**src/rtl/dc_mcl_line_fetch_scheduler_pkg.sv**
```systemverilog
// Shared types and constants for the main-control-logic fetch side.
package dc_mcl_pkg;

    typedef enum logic [1:0] {
        ST_IDLE  = 2'd0,
        ST_ISSUE = 2'd1,
        ST_DRAIN = 2'd2,
        ST_DONE  = 2'd3
    } fsm_state_t;

    localparam int NUM_OF_LINES_FOR_IPU = 4;

    // Index width for a ring of n slots; a single slot still needs one bit.
    function automatic int slot_w(input int n);
        return (n > 1) ? $clog2(n) : 1;
    endfunction

endpackage

```
**src/rtl/dc_mcl_line_fetch_scheduler_if.sv**
```systemverilog
// Request, frame-memory read and line-buffer write bundle of the fetch scheduler.
interface dc_mcl_line_fetch_scheduler_if #(
    parameter int LINE_NUMBER_WIDTH = 11,
    parameter int ADDR_WIDTH        = 32,
    parameter int WORDS_WIDTH       = 12,
    parameter int BURST_LEN         = 16,
    parameter int NUM_SLOTS         = 5
);
    import dc_mcl_pkg::*;

    localparam int LEN_W  = $clog2(BURST_LEN);
    localparam int SLOT_W = slot_w(NUM_SLOTS);

    logic [LINE_NUMBER_WIDTH-1:0] line_number;
    logic                         line_data_valid;
    logic                         line_data_ready;
    logic                         rd_cmd_valid;
    logic                         rd_cmd_ready;
    logic [ADDR_WIDTH-1:0]        rd_cmd_addr;
    logic [LEN_W-1:0]             rd_cmd_len;
    logic                         rd_data_valid;
    logic                         rd_data_last;
    logic                         wr_en;
    logic [SLOT_W-1:0]            wr_slot;
    logic [WORDS_WIDTH-1:0]       wr_word_addr;
    logic                         line_done;
    logic [SLOT_W-1:0]            done_slot;

    modport master (
        input  line_number, line_data_valid, rd_cmd_ready, rd_data_valid, rd_data_last,
        output line_data_ready, rd_cmd_valid, rd_cmd_addr, rd_cmd_len,
               wr_en, wr_slot, wr_word_addr, line_done, done_slot
    );

    modport slave (
        output line_number, line_data_valid, rd_cmd_ready, rd_data_valid, rd_data_last,
        input  line_data_ready, rd_cmd_valid, rd_cmd_addr, rd_cmd_len,
               wr_en, wr_slot, wr_word_addr, line_done, done_slot
    );

endinterface

```
**src/rtl/dc_mcl_burst_issuer.sv**
```systemverilog
// Splits a line into burst read commands and tracks issued-but-incomplete bursts.
module dc_mcl_burst_issuer #(
    parameter int ADDR_WIDTH      = 32,
    parameter int WORDS_WIDTH     = 12,
    parameter int BURST_LEN       = 16,
    parameter int BYTES_PER_WORD  = 4,
    parameter int MAX_OUTSTANDING = 4
) (
    input  logic                         clk,
    input  logic                         nrst,
    input  logic                         en,
    input  logic                         start,
    input  logic                         abort,
    input  logic                         active,
    input  logic [ADDR_WIDTH-1:0]        addr_in,
    input  logic [WORDS_WIDTH-1:0]       words_in,
    input  logic                         rd_cmd_ready,
    input  logic                         rd_data_valid,
    input  logic                         rd_data_last,
    output logic                         rd_cmd_valid,
    output logic [ADDR_WIDTH-1:0]        rd_cmd_addr,
    output logic [$clog2(BURST_LEN)-1:0] rd_cmd_len,
    output logic                         all_issued,
    output logic                         no_outstanding
);
    localparam int LEN_W = $clog2(BURST_LEN);
    localparam int CNT_W = $clog2(MAX_OUTSTANDING + 1);

    logic [ADDR_WIDTH-1:0]  addr;
    logic [WORDS_WIDTH-1:0] remaining;
    logic [WORDS_WIDTH-1:0] beats;
    logic [CNT_W-1:0]       outstanding;
    logic                   hs;
    logic                   ret;

    assign beats          = (remaining > WORDS_WIDTH'(BURST_LEN)) ? WORDS_WIDTH'(BURST_LEN) : remaining;
    assign all_issued     = (remaining == '0);
    assign no_outstanding = (outstanding == '0);
    assign rd_cmd_valid   = active && !all_issued && (outstanding < CNT_W'(MAX_OUTSTANDING));
    assign rd_cmd_addr    = addr;
    assign rd_cmd_len     = all_issued ? '0 : LEN_W'(beats - WORDS_WIDTH'(1));

    // Memory shares en, so frozen cycles never count as handshakes.
    assign hs  = en && rd_cmd_valid && rd_cmd_ready;
    assign ret = en && rd_data_valid && rd_data_last && !no_outstanding;

    always_ff @(posedge clk or negedge nrst) begin
        if (!nrst) begin
            addr      <= '0;
            remaining <= '0;
        end else if (en) begin
            if (start) begin
                addr      <= addr_in;
                remaining <= words_in;
            end else if (abort) begin
                remaining <= '0;
            end else if (hs) begin
                addr      <= addr + ADDR_WIDTH'(BURST_LEN * BYTES_PER_WORD);
                remaining <= remaining - beats;
            end
        end
    end

    always_ff @(posedge clk or negedge nrst) begin
        if (!nrst)
            outstanding <= '0;
        else if (hs && !ret)
            outstanding <= outstanding + CNT_W'(1);
        else if (!hs && ret)
            outstanding <= outstanding - CNT_W'(1);
    end

endmodule

```
**src/rtl/dc_mcl_line_fetch_scheduler.sv**
```systemverilog
// Fetch-unit line scheduler: one line at a time, burst reads, beats steered into a slot ring.
module dc_mcl_line_fetch_scheduler
    import dc_mcl_pkg::*;
#(
    parameter int LINE_NUMBER_WIDTH = 11,
    parameter int ADDR_WIDTH        = 32,
    parameter int WORDS_WIDTH       = 12,
    parameter int BURST_LEN         = 16,
    parameter int BYTES_PER_WORD    = 4,
    parameter int MAX_OUTSTANDING   = 4,
    parameter int NUM_SLOTS         = 5
) (
    input  logic                   clk,
    input  logic                   nrst,
    input  logic                   en,
    input  logic                   frame_start,
    input  logic                   abort,
    input  logic [ADDR_WIDTH-1:0]  base_addr,
    input  logic [ADDR_WIDTH-1:0]  line_stride,
    input  logic [WORDS_WIDTH-1:0] line_words,
    dc_mcl_line_fetch_scheduler_if.master bus
);
    localparam int SLOT_W = slot_w(NUM_SLOTS);

    fsm_state_t                   state, state_nxt;
    logic                         flush;
    logic [SLOT_W-1:0]            slot_ptr;
    logic [SLOT_W-1:0]            done_slot_q;
    logic [WORDS_WIDTH-1:0]       beat_cnt;
    logic [LINE_NUMBER_WIDTH-1:0] line_number;
    logic [ADDR_WIDTH-1:0]        line_addr;
    logic                         accept, in_line, abort_act, wr_en;
    logic                         all_issued, no_outstanding;

    assign line_number = bus.line_number;
    assign line_addr   = base_addr + ADDR_WIDTH'(line_number) * line_stride;
    assign accept      = en && bus.line_data_valid && (state == ST_IDLE);
    assign in_line     = (state == ST_ISSUE) || (state == ST_DRAIN);
    assign abort_act   = en && abort && in_line;
    // Beats of an aborted line are still consumed so the outstanding count drains.
    assign wr_en       = en && bus.rd_data_valid && in_line && !flush;

    dc_mcl_burst_issuer #(
        .ADDR_WIDTH     (ADDR_WIDTH),
        .WORDS_WIDTH    (WORDS_WIDTH),
        .BURST_LEN      (BURST_LEN),
        .BYTES_PER_WORD (BYTES_PER_WORD),
        .MAX_OUTSTANDING(MAX_OUTSTANDING)
    ) u_issuer (
        .clk           (clk),
        .nrst          (nrst),
        .en            (en),
        .start         (accept),
        .abort         (abort_act),
        .active        (state == ST_ISSUE),
        .addr_in       (line_addr),
        .words_in      (line_words),
        .rd_cmd_ready  (bus.rd_cmd_ready),
        .rd_data_valid (bus.rd_data_valid),
        .rd_data_last  (bus.rd_data_last),
        .rd_cmd_valid  (bus.rd_cmd_valid),
        .rd_cmd_addr   (bus.rd_cmd_addr),
        .rd_cmd_len    (bus.rd_cmd_len),
        .all_issued    (all_issued),
        .no_outstanding(no_outstanding)
    );

    always_comb begin
        state_nxt = state;
        case (state)
            ST_IDLE:  if (accept) state_nxt = ST_ISSUE;
            ST_ISSUE: begin
                if (abort_act)       state_nxt = ST_DRAIN;
                else if (all_issued) state_nxt = no_outstanding ? ST_DONE : ST_DRAIN;
            end
            ST_DRAIN: if (no_outstanding) state_nxt = (flush || abort_act) ? ST_IDLE : ST_DONE;
            ST_DONE:  state_nxt = ST_IDLE;
            default:  state_nxt = ST_IDLE;
        endcase
    end

    always_ff @(posedge clk or negedge nrst) begin
        if (!nrst) begin
            state       <= ST_IDLE;
            flush       <= 1'b0;
            slot_ptr    <= '0;
            done_slot_q <= '0;
            beat_cnt    <= '0;
        end else if (en) begin
            state <= state_nxt;
            if (accept) begin
                beat_cnt <= '0;
                flush    <= 1'b0;
            end else if (wr_en) begin
                beat_cnt <= beat_cnt + WORDS_WIDTH'(1);
            end
            if (abort_act)
                flush <= 1'b1;
            if (state == ST_IDLE && frame_start)
                slot_ptr <= '0;
            else if (state == ST_DONE)
                slot_ptr <= (slot_ptr == SLOT_W'(NUM_SLOTS - 1)) ? '0 : slot_ptr + SLOT_W'(1);
            if (state_nxt == ST_DONE && state != ST_DONE)
                done_slot_q <= slot_ptr;
        end
    end

    assign bus.line_data_ready = (state == ST_IDLE);
    assign bus.line_done       = (state == ST_DONE);
    assign bus.done_slot       = done_slot_q;
    assign bus.wr_en           = wr_en;
    assign bus.wr_slot         = slot_ptr;
    assign bus.wr_word_addr    = beat_cnt;

endmodule

```
**src/flat_wrapper.sv**
```systemverilog
// flat-port wrapper written by rule: the top's interface ports become plain ports
module dc_mcl_line_fetch_scheduler_flat import dc_mcl_pkg::*;
#(
    parameter int LINE_NUMBER_WIDTH = 11,
    parameter int ADDR_WIDTH        = 32,
    parameter int WORDS_WIDTH       = 12,
    parameter int BURST_LEN         = 16,
    parameter int BYTES_PER_WORD    = 4,
    parameter int MAX_OUTSTANDING   = 4,
    parameter int NUM_SLOTS         = 5
)
  (clk, nrst, en, frame_start, abort, base_addr, line_stride, line_words, bus_line_number, bus_line_data_valid, bus_rd_cmd_ready, bus_rd_data_valid, bus_rd_data_last, bus_line_data_ready, bus_rd_cmd_valid, bus_rd_cmd_addr, bus_rd_cmd_len, bus_wr_en, bus_wr_slot, bus_wr_word_addr, bus_line_done, bus_done_slot);
  dc_mcl_line_fetch_scheduler_if #(.LINE_NUMBER_WIDTH(LINE_NUMBER_WIDTH), .ADDR_WIDTH(ADDR_WIDTH), .WORDS_WIDTH(WORDS_WIDTH), .BURST_LEN(BURST_LEN), .NUM_SLOTS(NUM_SLOTS)) bus_i ();
  input  logic clk;
  input  logic nrst;
  input  logic en;
  input  logic frame_start;
  input  logic abort;
  input  logic [ADDR_WIDTH-1:0] base_addr;
  input  logic [ADDR_WIDTH-1:0] line_stride;
  input  logic [WORDS_WIDTH-1:0] line_words;
  input wire logic [$bits(bus_i.line_number)-1:0] bus_line_number;
  input wire logic [$bits(bus_i.line_data_valid)-1:0] bus_line_data_valid;
  input wire logic [$bits(bus_i.rd_cmd_ready)-1:0] bus_rd_cmd_ready;
  input wire logic [$bits(bus_i.rd_data_valid)-1:0] bus_rd_data_valid;
  input wire logic [$bits(bus_i.rd_data_last)-1:0] bus_rd_data_last;
  output wire logic [$bits(bus_i.line_data_ready)-1:0] bus_line_data_ready;
  output wire logic [$bits(bus_i.rd_cmd_valid)-1:0] bus_rd_cmd_valid;
  output wire logic [$bits(bus_i.rd_cmd_addr)-1:0] bus_rd_cmd_addr;
  output wire logic [$bits(bus_i.rd_cmd_len)-1:0] bus_rd_cmd_len;
  output wire logic [$bits(bus_i.wr_en)-1:0] bus_wr_en;
  output wire logic [$bits(bus_i.wr_slot)-1:0] bus_wr_slot;
  output wire logic [$bits(bus_i.wr_word_addr)-1:0] bus_wr_word_addr;
  output wire logic [$bits(bus_i.line_done)-1:0] bus_line_done;
  output wire logic [$bits(bus_i.done_slot)-1:0] bus_done_slot;
  assign bus_i.line_number = bus_line_number;
  assign bus_i.line_data_valid = bus_line_data_valid;
  assign bus_i.rd_cmd_ready = bus_rd_cmd_ready;
  assign bus_i.rd_data_valid = bus_rd_data_valid;
  assign bus_i.rd_data_last = bus_rd_data_last;
  assign bus_line_data_ready = bus_i.line_data_ready;
  assign bus_rd_cmd_valid = bus_i.rd_cmd_valid;
  assign bus_rd_cmd_addr = bus_i.rd_cmd_addr;
  assign bus_rd_cmd_len = bus_i.rd_cmd_len;
  assign bus_wr_en = bus_i.wr_en;
  assign bus_wr_slot = bus_i.wr_slot;
  assign bus_wr_word_addr = bus_i.wr_word_addr;
  assign bus_line_done = bus_i.line_done;
  assign bus_done_slot = bus_i.done_slot;
  dc_mcl_line_fetch_scheduler #(.LINE_NUMBER_WIDTH(LINE_NUMBER_WIDTH), .ADDR_WIDTH(ADDR_WIDTH), .WORDS_WIDTH(WORDS_WIDTH), .BURST_LEN(BURST_LEN), .BYTES_PER_WORD(BYTES_PER_WORD), .MAX_OUTSTANDING(MAX_OUTSTANDING), .NUM_SLOTS(NUM_SLOTS)) u_core (.clk(clk), .nrst(nrst), .en(en), .frame_start(frame_start), .abort(abort), .base_addr(base_addr), .line_stride(line_stride), .line_words(line_words), .bus(bus_i));
endmodule
```
**config.mk**
```make
export PLATFORM = sky130hd
export DESIGN_NAME = dc_mcl_line_fetch_scheduler_flat
export DESIGN_NICKNAME = d
export VERILOG_FILES = /design/src/rtl/dc_mcl_line_fetch_scheduler_pkg.sv /design/src/rtl/dc_mcl_line_fetch_scheduler_if.sv /design/src/rtl/dc_mcl_burst_issuer.sv /design/src/rtl/dc_mcl_line_fetch_scheduler.sv /design/src/flat_wrapper.sv
export SDC_FILE = /design/constraint.sdc
export NUM_CORES = 1
export LEC_CHECK = 0
export BUFFER_PORTS_ARGS = -buffer_cell sky130_fd_sc_hd__buf_2
export CAP_MARGIN = 20
export CELL_PAD_IN_SITES_DETAIL_PLACEMENT = 1
export CELL_PAD_IN_SITES_GLOBAL_PLACEMENT = 2
export CORE_UTILIZATION = 32
export CTS_BUF_LIST = sky130_fd_sc_hd__clkbuf_4 sky130_fd_sc_hd__clkbuf_8
export CTS_CLUSTER_SIZE = 12
export DETAILED_ROUTE_END_ITERATION = 12
export PLACE_DENSITY_LB_ADDON = 0.1
export SETUP_SLACK_MARGIN = 0.5
export SYNTH_ARGS = -nofsm -noshare
export SYNTH_HDL_FRONTEND = slang
export SYNTH_SLANG_ARGS = --single-unit
```
**constraint.sdc**
```tcl
create_clock -name clk -period 3.35 [get_ports clk]
set_input_delay 0.1675 -clock clk [delete_from_list [all_inputs] [get_ports clk]]
set_output_delay 0.1675 -clock clk [all_outputs]
set_load 0.02 [all_outputs]
```
==> results.toml, run 1 <==
[worst_setup_path]
cp.required_ps = 3610
cp-start-kind = "input port"
slowest_stage = "fa_1"
reg2reg_slack_ps = 390
cp-end-kind = "flip-flop"
critPathMaxFanout = 8
crit_chain = "buf_6, buf_12, buf_12, nand2_4, fa_2, fa_1, inv_2, fa_2, fa_1, inv_2, fa_2, inv_2, ha_4, a211oi_4, o211ai_1, a221oi_2, buf_4, buf_6, o311a_4, nor4_2, o31ai_2, a22o_1, nor2_1"
arrival_ps = 5040
criticalPathCategory = "in -> reg"
slowest_delay_ps = 550

[synth]
yosysTopAreaCell = "fa_1"
syn-instance-count = 1551
ys_warn_count = 0
ys_seq_area_frac = 0.129
syn_avg_cell_area_um2 = 8.51
synth_nets = 1958
synth_top_area_frac = 0.379
synth.cell_area_um2 = 13200
async_flop_share = 1.00
synth-main-ff-cell = "dfrtp_1"
yosys_register_bits = 68
synth_edf_count = 0
yosys.cell_types.count = 60
synth_area_leaders = "fa_1, dfrtp_1, inv_1"

[outcome]
status = "finished with violations"
violations = "negative hold slack, negative setup slack"

[floorplanning]
fp.dieW_um = 205
rows = 74
dieArea_um2 = 42100
pin_count = 154
core_region_area_um2 = 40700
die_h_um = 205
initial_utilization = 0.324

[finish]
drive_above_1_share = 0.320
fill_cells = 4766
area_growth_pct = 35.1
layout.nets = 2283
design_area_um2 = 17800
final_util = 0.438
antenna_cells = 0
layout.cells.non_filler = 2413
multi_input_area_um2 = 10900
register_area_um2 = 1710

[detailed_routing]
first_pass_iters = 4
vias_per_cell = 4.64
routed_wl_um = 42200
drtIter0Drc = 389
wire_per_inst_um = 17.5
drc = 0
final_antenna_net_count = 0
route.vias.total = 11200

[clocking]
root_buffer = "clkbuf_8"
cts_buffer_depth = 2
clock_latency_ps = 380
path_clk_slew_ps = 80
cts-htree-levels = 3
cts_buffers = 9
cts_sinks = 68
cts_tree = "yes"

[job]
max_cap_violations = 0

[sta]
slew_headroom = 0.390
maxSlewViolCount = 0
rsz0062_at_grt = "true"
timing.hold.ws_ps = -12.6
worst_slew_pin_slew_ps = 916
skew_ps = 8.40
fmax_mhz = 210
period_share = 1.42
final.setup.tns_ps = -28220
finalCriticalPeriod_ps = 4770
hold_viol_final = 11
setup_viol = 26
final.setup.worst_slack_ps = -1420

[placement]
hpwlAfterDp_um = 35200
dp_cells = 2348
portBuffers = 153
place_area_um2 = 16300
gp_congestion = 0.843

[grt]
track_usage = 0.210
grt_pass1_wl_um = 68100
gr-total-overflow = 0
grt_max_degree = 69
antenna_found_initial = 1
grt_pass1_vias = 12800

[hold_path]
hold_class = "in -> async"
[cell usage after synthesis, drive strengths merged (10+ instances only)]
master / number
dfrtp: 68
nor2: 50
nor3: 12
fa: 250
a21oi: 28
xor2: 37
a21o: 10
o21ai: 44
and2: 86
xnor2: 49
nand4: 12
nand2: 301
nand3: 25
ha: 61
inv: 335
clkbuf: 70
[repair_timing]
item                                   4_1_cts  5_1_grt
pin swaps                                   82       95
gates cloned                                 2        1
hold buffers                                10        0
resized for setup                          139       94
endpoints found under the hold margin       10        0
setup buffers                               29        7
setup endpoints to repair                   34       33
[path summary, 6_finish.rpt]
| path | startpoint | to | cells after the start |
|---|---|---|---|
| setup / recovery | bus_line_number[3] | u_core.u_issuer.rd_cmd_addr[25] | 23 |
| hold / removal | nrst | u_core.bus.wr_word_addr[0] | 2 |
| setup reg to reg | u_core.state[1] | u_core.u_issuer.rd_cmd_addr[23] | 10 |
| hold reg to reg | u_core.u_issuer.rd_cmd_addr[1] | u_core.u_issuer.rd_cmd_addr[1] | 2 |
| max in group asynchronous | nrst | u_core.u_issuer.remaining[1] | 2 |
| min in group clk | line_words[6] | u_core.u_issuer.remaining[6] | 3 |
[area by class of cell]
class,count,share of cell area
clock buffer,9,0.00695
clock inverter,7,0.00779
inverter,335,0.0705
multi-input combinational,1074,0.609
sequential,68,0.0957
tap,532,0.0373
timing repair buffer,388,0.172
[metal layers]
| layer | GRT usage | up-vias | share of wire |
|---|---|---|---|
| li1 | - | 5303 | - |
| met1 | 0.269 | 5670 | 0.45 |
| met2 | 0.385 | 174 | 0.52 |
| met3 | 0.0127 | 42 | 0.021 |
| met4 | 0.0442 | 0 | 0.017 |
| met5 | 0 | - | 0 |
[cell families (layout without fill, tap and decap cells)]
group,after synthesis,count (layout),share of synthesized area
AO/OA/AOI/OAI,141,141,0.0687
XOR/XNOR,86,86,0.0571
adder cells (fa/ha/maj),311,311,0.437
buffers and inverters,409,739,0.117
flip-flops,68,68,0.129
multiplexers,12,12,0.00958
other,1,1,0.000284
AND/OR/NAND/NOR,523,523,0.182
[sequential cells by signal, indices dropped and copies added, names as in the netlist]
name                         flops
u_core.bus.done_slot             3
u_core.bus.wr_word_addr         12
u_core.u_issuer.remaining       12
u_core.u_issuer.rd_cmd_addr     32
u_core.u_issuer.outstanding      3
u_core.bus.wr_slot               3
u_core.flush                     1
u_core.state                     2
[metrics by stage]
step / hold slack, ps / setup slack (ps)
final: -12.6 / -1420
after global routing: 36.4 / -1640
after CTS: 8.34 / -1500
after detailed placement: 385 / -2310
after global placement: 370 / -2200
after floorplan: -128 / -1540
[cells in the final DEF (no fill, tap or decap), types with 34 or more instances in the layout]
| master | n |
|---|---|
| fa_1 | 221 |
| dfrtp_1 | 64 |
| buf_6 | 41 |
| buf_4 | 184 |
| xnor2_1 | 46 |
| xor2_1 | 36 |
| inv_1 | 301 |
| and2_1 | 82 |
| nor2_1 | 49 |
| nand2_1 | 262 |
| inv_2 | 34 |
| buf_2 | 126 |
| ha_1 | 36 |
[worst max-delay path, delay by kind of cell]
family | cells | cell delay [ps]
AO/OA/AOI/OAI | 6 | 1240
AND/OR/NAND/NOR | 3 | 150
buffers and inverters | 8 | 780
adder cells (fa/ha/maj) | 6 | 2670
Power of run 1 is not shown: default switching activity piles up to over one toggle a cycle in this logic, so the estimate is an artifact.
==> run 2: changes to the inputs <==
--- a/config.mk
+++ b/config.mk
@@ -13,8 +13,10 @@
 export CTS_BUF_LIST = sky130_fd_sc_hd__clkbuf_4 sky130_fd_sc_hd__clkbuf_8
 export CTS_CLUSTER_SIZE = 12
 export DETAILED_ROUTE_END_ITERATION = 12
-export PLACE_DENSITY_LB_ADDON = 0.1
+export PLACE_DENSITY = 0.83
 export SETUP_SLACK_MARGIN = 0.5
 export SYNTH_ARGS = -nofsm -noshare
 export SYNTH_HDL_FRONTEND = slang
+export SYNTH_HIERARCHICAL = 1
 export SYNTH_SLANG_ARGS = --single-unit
+export TNS_END_PERCENT = 50
==> results.toml, run 2 <==
[sta]
period_share = 1.53
timing.hold.ws_ps = 32.5
hold_viol_final = 0
rsz0062_at_grt = "true"
setup_viol = 26
fmax_mhz = 195
skew_ps = 5.98
final.setup.worst_slack_ps = -1770
maxSlewViolCount = 0
slew_headroom = 0.507
finalCriticalPeriod_ps = 5120
worst_slew_pin_slew_ps = 732

[finish]
drive_above_1_share = 0.283
layout.nets = 2317
final_cell_mix = "inv_1, nand2_1, fa_1, buf_4, buf_2"
area_growth_pct = 30.1
antenna_cells = 0
largest_register_ffs = 32
final_util = 0.423
layout_commonest_cell = "inv_1"

[grt]
grt_pass1_wl_um = 71400
grt_max_degree = 35
track_usage = 0.206
gr-total-overflow = 0
antenna_found_initial = 0
grt_pass1_vias = 13800

[floorplanning]
pin_count = 154
rows = 75
core_region_area_um2 = 42000
die_h_um = 209
initial_utilization = 0.325
fp.dieW_um = 209
dieArea_um2 = 43600

[placement]
portBuffers = 153
gp_congestion = 0.862
pre_cts_slack_ps = -2330
hpwlAfterDp_um = 34900

[pwr]
powerDensity_nw_per_um2 = 1270
power_leakage_nw = 8.78
ir_worst_vdd_mv = 0.992

[worst_setup_path]
slowest_stage = "fa_1"
cp.required_ps = 3570
crit_top_cell = "fa_1"
cp_top_family = "adder cells"
arrival_ps = 5340
criticalPathCategory = "in -> reg"
cp-end-kind = "flip-flop"
reg2reg_slack_ps = 500
critPathMaxFanout = 5
crit_buf_inv = 9
slowest_delay_ps = 500
cp-start-kind = "input port"

[detailed_routing]
wire_per_inst_um = 17.7
final_antenna_net_count = 0
vias_per_cell = 4.92
route.vias.total = 12100
drc = 0
first_pass_iters = 5
drtIter0Drc = 468
routed_wl_um = 43400

[clocking]
cts_buffers = 9
root_buffer = "clkbuf_8"
cts_sinks = 68
path_clk_slew_ps = 70
cts_tree = "yes"
cts_buffer_depth = 2
clock_latency_ps = 360
cts-htree-levels = 3

[hold_path]
hold_class = "in -> reg"

[synth]
synth_top_area_frac = 0.366
synth_edf_count = 0
synth_nets = 2028
synthTopCellsByCount = "inv_1, nand2_1, fa_1, and2_1"
synth.most_common_cell = "inv_1"
ys_warn_count = 6
synth-main-ff-cell = "dfrtp_1"
yosys.cell_types.count = 82
yosys_register_bits = 68
yosysTopAreaCell = "fa_1"
syn_avg_cell_area_um2 = 8.44
synth.cell_area_um2 = 13700
synth_area_leaders = "fa_1, dfrtp_1, inv_1"
syn-instance-count = 1621
ys_seq_area_frac = 0.124
async_flop_share = 1.00

[outcome]
status = "finished with violations"
violations = "negative setup slack"

[job]
max_cap_violations = 0
run 2: cell types whose count changed in the layout (fill, tap and decap cells not counted), sizes merged, moves of 6 or more:
cell,change
a211oi,+6
a21oi,+14
a311oi,+9
and3,+13
buf,-18
dlygate4sd3,-9
inv,+7
nor2,+17
o21ai,-13
xnor2,-8
xor2,-18
run 2: cells by family after synthesis:
logic type,Yosys count,share of synthesized area
fa+ha+maj,311,0.422
other cells,1,0.000274
simple gates,577,0.199
mux,8,0.00622
buf+inv,420,0.118
compound gates,176,0.0918
flops,68,0.124
xor+xnor,60,0.0384
run 2: repair_timing:
| action | 4_1_cts | 5_1_grt |
|---|---|---|
| setup buffers | 17 | 8 |
| pin swaps | 89 | 57 |
| setup endpoints to repair | 32 | 36 |
| hold buffers | 1 | 0 |
| hold endpoints to repair | 12 | 0 |
| gates cloned | 3 | 0 |
| gates resized for setup | 123 | 73 |
run 2: layout make-up:
cell class | count | area, um^2
fill | 4961 | 24200
timing repair buffer | 356 | 2780
clock inverter | 4 | 72.6
clock buffer | 12 | 153
inverter | 342 | 1280
tap | 539 | 674
multi-input combinational | 1133 | 11100
sequential | 68 | 1700
run 2: power breakdown:
part | switching (mW) | leakage [nW] | internal, mW
sequential | 0.283 | 0.860 | 1.03
clock | 0.331 | 0.113 | 0.455
combinational | 10.2 | 7.80 | 10.4
total | 10.8 | 8.78 | 11.8
run 2: worst paths after layout:
kind,from,endpoint,cells past startpoint
worst max-delay path,bus_line_number[4],u_core/u_issuer/rd_cmd_addr[27],26
worst min-delay path,line_words[3],u_core/u_issuer/remaining[3],2
worst max register to register,u_core/state[0],u_core/u_issuer/rd_cmd_addr[11],8
worst min register to register,u_core/u_issuer/rd_cmd_addr[4],u_core/u_issuer/rd_cmd_addr[4],2
max in group asynchronous,nrst,u_core/u_issuer/rd_cmd_addr[9],3
min in group asynchronous,nrst,u_core/u_issuer/remaining[5],2
run 2: layer usage:
metal  up-vias  share of wire  track usage
met5         -              0            0
met4         0          0.027       0.0570
met3        74          0.027       0.0197
met2       222           0.54        0.390
met1      6212           0.41        0.245
li1       5568              -            -
run 2: stage by stage:
| step | instance area, um^2 | power, mW | setup TNS (ps) | cells |
|---|---|---|---|---|
| 2_1_floorplan | 14200 | 12.8 | -32270 | 1621 |
| 3_3_place_gp | 16600 | 18.5 | -46840 | 2409 |
| 3_5_place_dp | 16600 | 19.1 | -48890 | 2409 |
| 4_1_cts | 17500 | 21.5 | -33490 | 2446 |
| 5_1_grt | 17800 | 24.7 | -38480 | 2454 |
| 6_report | 17800 | 22.6 | -34100 | 2454 |
(Power assumes the default switching activity.)
==> run 3: changes to the inputs <==
--- a/config.mk
+++ b/config.mk
@@ -14,7 +14,7 @@
 export CTS_CLUSTER_SIZE = 12
 export DETAILED_ROUTE_END_ITERATION = 12
 export PLACE_DENSITY = 0.83
-export SETUP_SLACK_MARGIN = 0.5
+export SETUP_SLACK_MARGIN = 0.05
 export SYNTH_ARGS = -nofsm -noshare
 export SYNTH_HDL_FRONTEND = slang
 export SYNTH_HIERARCHICAL = 1
==> results.toml, run 3 (synthesis results as in run 2) <==
[detailed_routing]
first_pass_iters = 5
vias_per_cell = 4.94
route.vias.total = 12000
drc = 0
wire_per_inst_um = 17.9
final_antenna_net_count = 0
routed_wl_um = 43700
drtIter0Drc = 512

[placement]
gp_congestion = 0.849
place_area_um2 = 16500
portBuffers = 153
hpwlAfterDp_um = 35300

[clocking]
cts_buffer_depth = 2
cts_buffers = 9
cts_sinks = 68
clock_latency_ps = 360
cts-htree-levels = 3
root_buffer = "clkbuf_8"
cts_tree = "yes"
path_clk_slew_ps = 80
hold_buffers = 0

[pwr]
powerDensity_nw_per_um2 = 1270
power_frac_comb = 0.913
p_switching_mw = 10.7
pwr-share-clk = 0.028
switching_share = 0.482
pwr-share-seq = 0.059
power_mw = 22.2
ir_worst_vdd_mv = 1.01
p_int_mw = 11.5
power_leakage_nw = 8.66

[sta]
timing.hold.ws_ps = -0.299
fmax_mhz = 195
finalCriticalPeriod_ps = 5130
setup_viol = 26
final.setup.tns_ps = -35600
slew_headroom = 0.377
rsz0062_at_grt = "true"
final.setup.worst_slack_ps = -1780
worst_slew_pin_slew_ps = 935
maxSlewViolCount = 0
period_share = 1.53
skew_ps = 11.0
hold_viol_final = 1

[finish]
layout.nets = 2300
drive_above_1_share = 0.265
final_cell_mix = "inv_1, nand2_1, fa_1, buf_4, buf_2"
largest_register_ffs = 32
area_growth_pct = 28.0
design_area_um2 = 17500
antenna_cells = 0
layout_commonest_cell = "inv_1"

[worst_setup_path]
slowest_delay_ps = 560
cp-end-kind = "flip-flop"
crit_top_cell = "fa_1"
slowest_stage = "fa_1"
critPathMaxFanout = 4
cp-start-kind = "input port"
arrival_ps = 5350
criticalPathCategory = "in -> reg"
cp.required_ps = 3570

[grt]
grt_max_degree = 69
gr-total-overflow = 0
grt_pass1_vias = 13800
grt_pass1_wl_um = 71400
track_usage = 0.206
antenna_found_initial = 0

[floorplanning]
core_region_area_um2 = 42000
dieArea_um2 = 43600
rows = 75
fp.dieW_um = 209
initial_utilization = 0.325
pin_count = 154
die_h_um = 209

[outcome]
violations = "negative hold slack, negative setup slack"
status = "finished with violations"

[job]
max_cap_violations = 0

[hold_path]
hold_class = "in -> async"
run 3: cell count changes in the layout (fill, tap and decap cells not counted), sizes merged:
cell / before / now
buf: 354 / 336
bufbuf: 1 / 0
bufinv: 2 / 0
clkbuf: 12 / 14
clkinv: 1 / 3
dlygate4sd3: 1 / 0
run 3: worst paths after layout:
kind,from,end,slack (ps),depth (start not counted)
max reg2reg,u_core/u_issuer/remaining[1],u_core/bus.done_slot[1],450,8
min reg2reg,u_core/u_issuer/rd_cmd_addr[1],u_core/u_issuer/rd_cmd_addr[1],480,2
min in group clk,line_words[3],u_core/u_issuer/remaining[3],40,2
max in group asynchronous,nrst,u_core/bus.wr_word_addr[4],2700,2
min,nrst,u_core/bus.wr_word_addr[10],-0.3,2
max,bus_line_number[4],u_core/u_issuer/rd_cmd_addr[19],-1780,25
run 3: routing by layer:
metal | track usage | wire length, um | vias up
met5 | 0 | 0 | -
met3 | 0.0204 | 976 | 81
met4 | 0.0667 | 1440 | 0
li1 | - | - | 5524
met1 | 0.239 | 17600 | 6243
met2 | 0.392 | 23700 | 198
run 3: per-stage QoR:
step	util	hold slack, ps	cells	setup slack, ps
after detailed placement	0.393	401	2401	-2360
after global routing	0.416	18.4	2436	-2020
after global placement	0.393	394	2401	-2220
after CTS	0.407	18.1	2427	-1730
final	0.416	-0.299	2436	-1780
after floorplan	-	-128	1621	-1900
run 3: cell type report:
cell class,count,area (um^2)
flip-flops and latches,68,1700
multi-input cells,1133,11100
clock inverters,4,26.3
well taps,539,674
inverters,342,1280
clock buffers,11,145
fillers,5012,24500
repair buffers,339,2590
run 3: critical path, delay by kind of cell:
kind                       cells  cell delay [ps]
and+or+nand+nor                5              450
buffers and inverters          8              720
AOI/OAI and AO/OA              6             1240
adders and majority gates      6             2760
run 3: power by group through the flow:
stage / registers [mW] / clock network, mW / logic (mW)
floorplan: 1.39 / 0 / 11.4
global placement: 1.30 / 0 / 17.1
detailed placement: 1.31 / 0 / 17.8
CTS: 1.30 / 0.655 / 18.7
global route: 1.35 / 0.678 / 22.3
finish: 1.30 / 0.631 / 20.3
run 3: timing repair:
| action | CTS | global route |
|---|---|---|
| resized for setup | 82 | 73 |
| gates cloned | 4 | 0 |
| pin swaps | 49 | 37 |
| setup buffers | 7 | 10 |
| setup endpoints to repair | 27 | 27 |
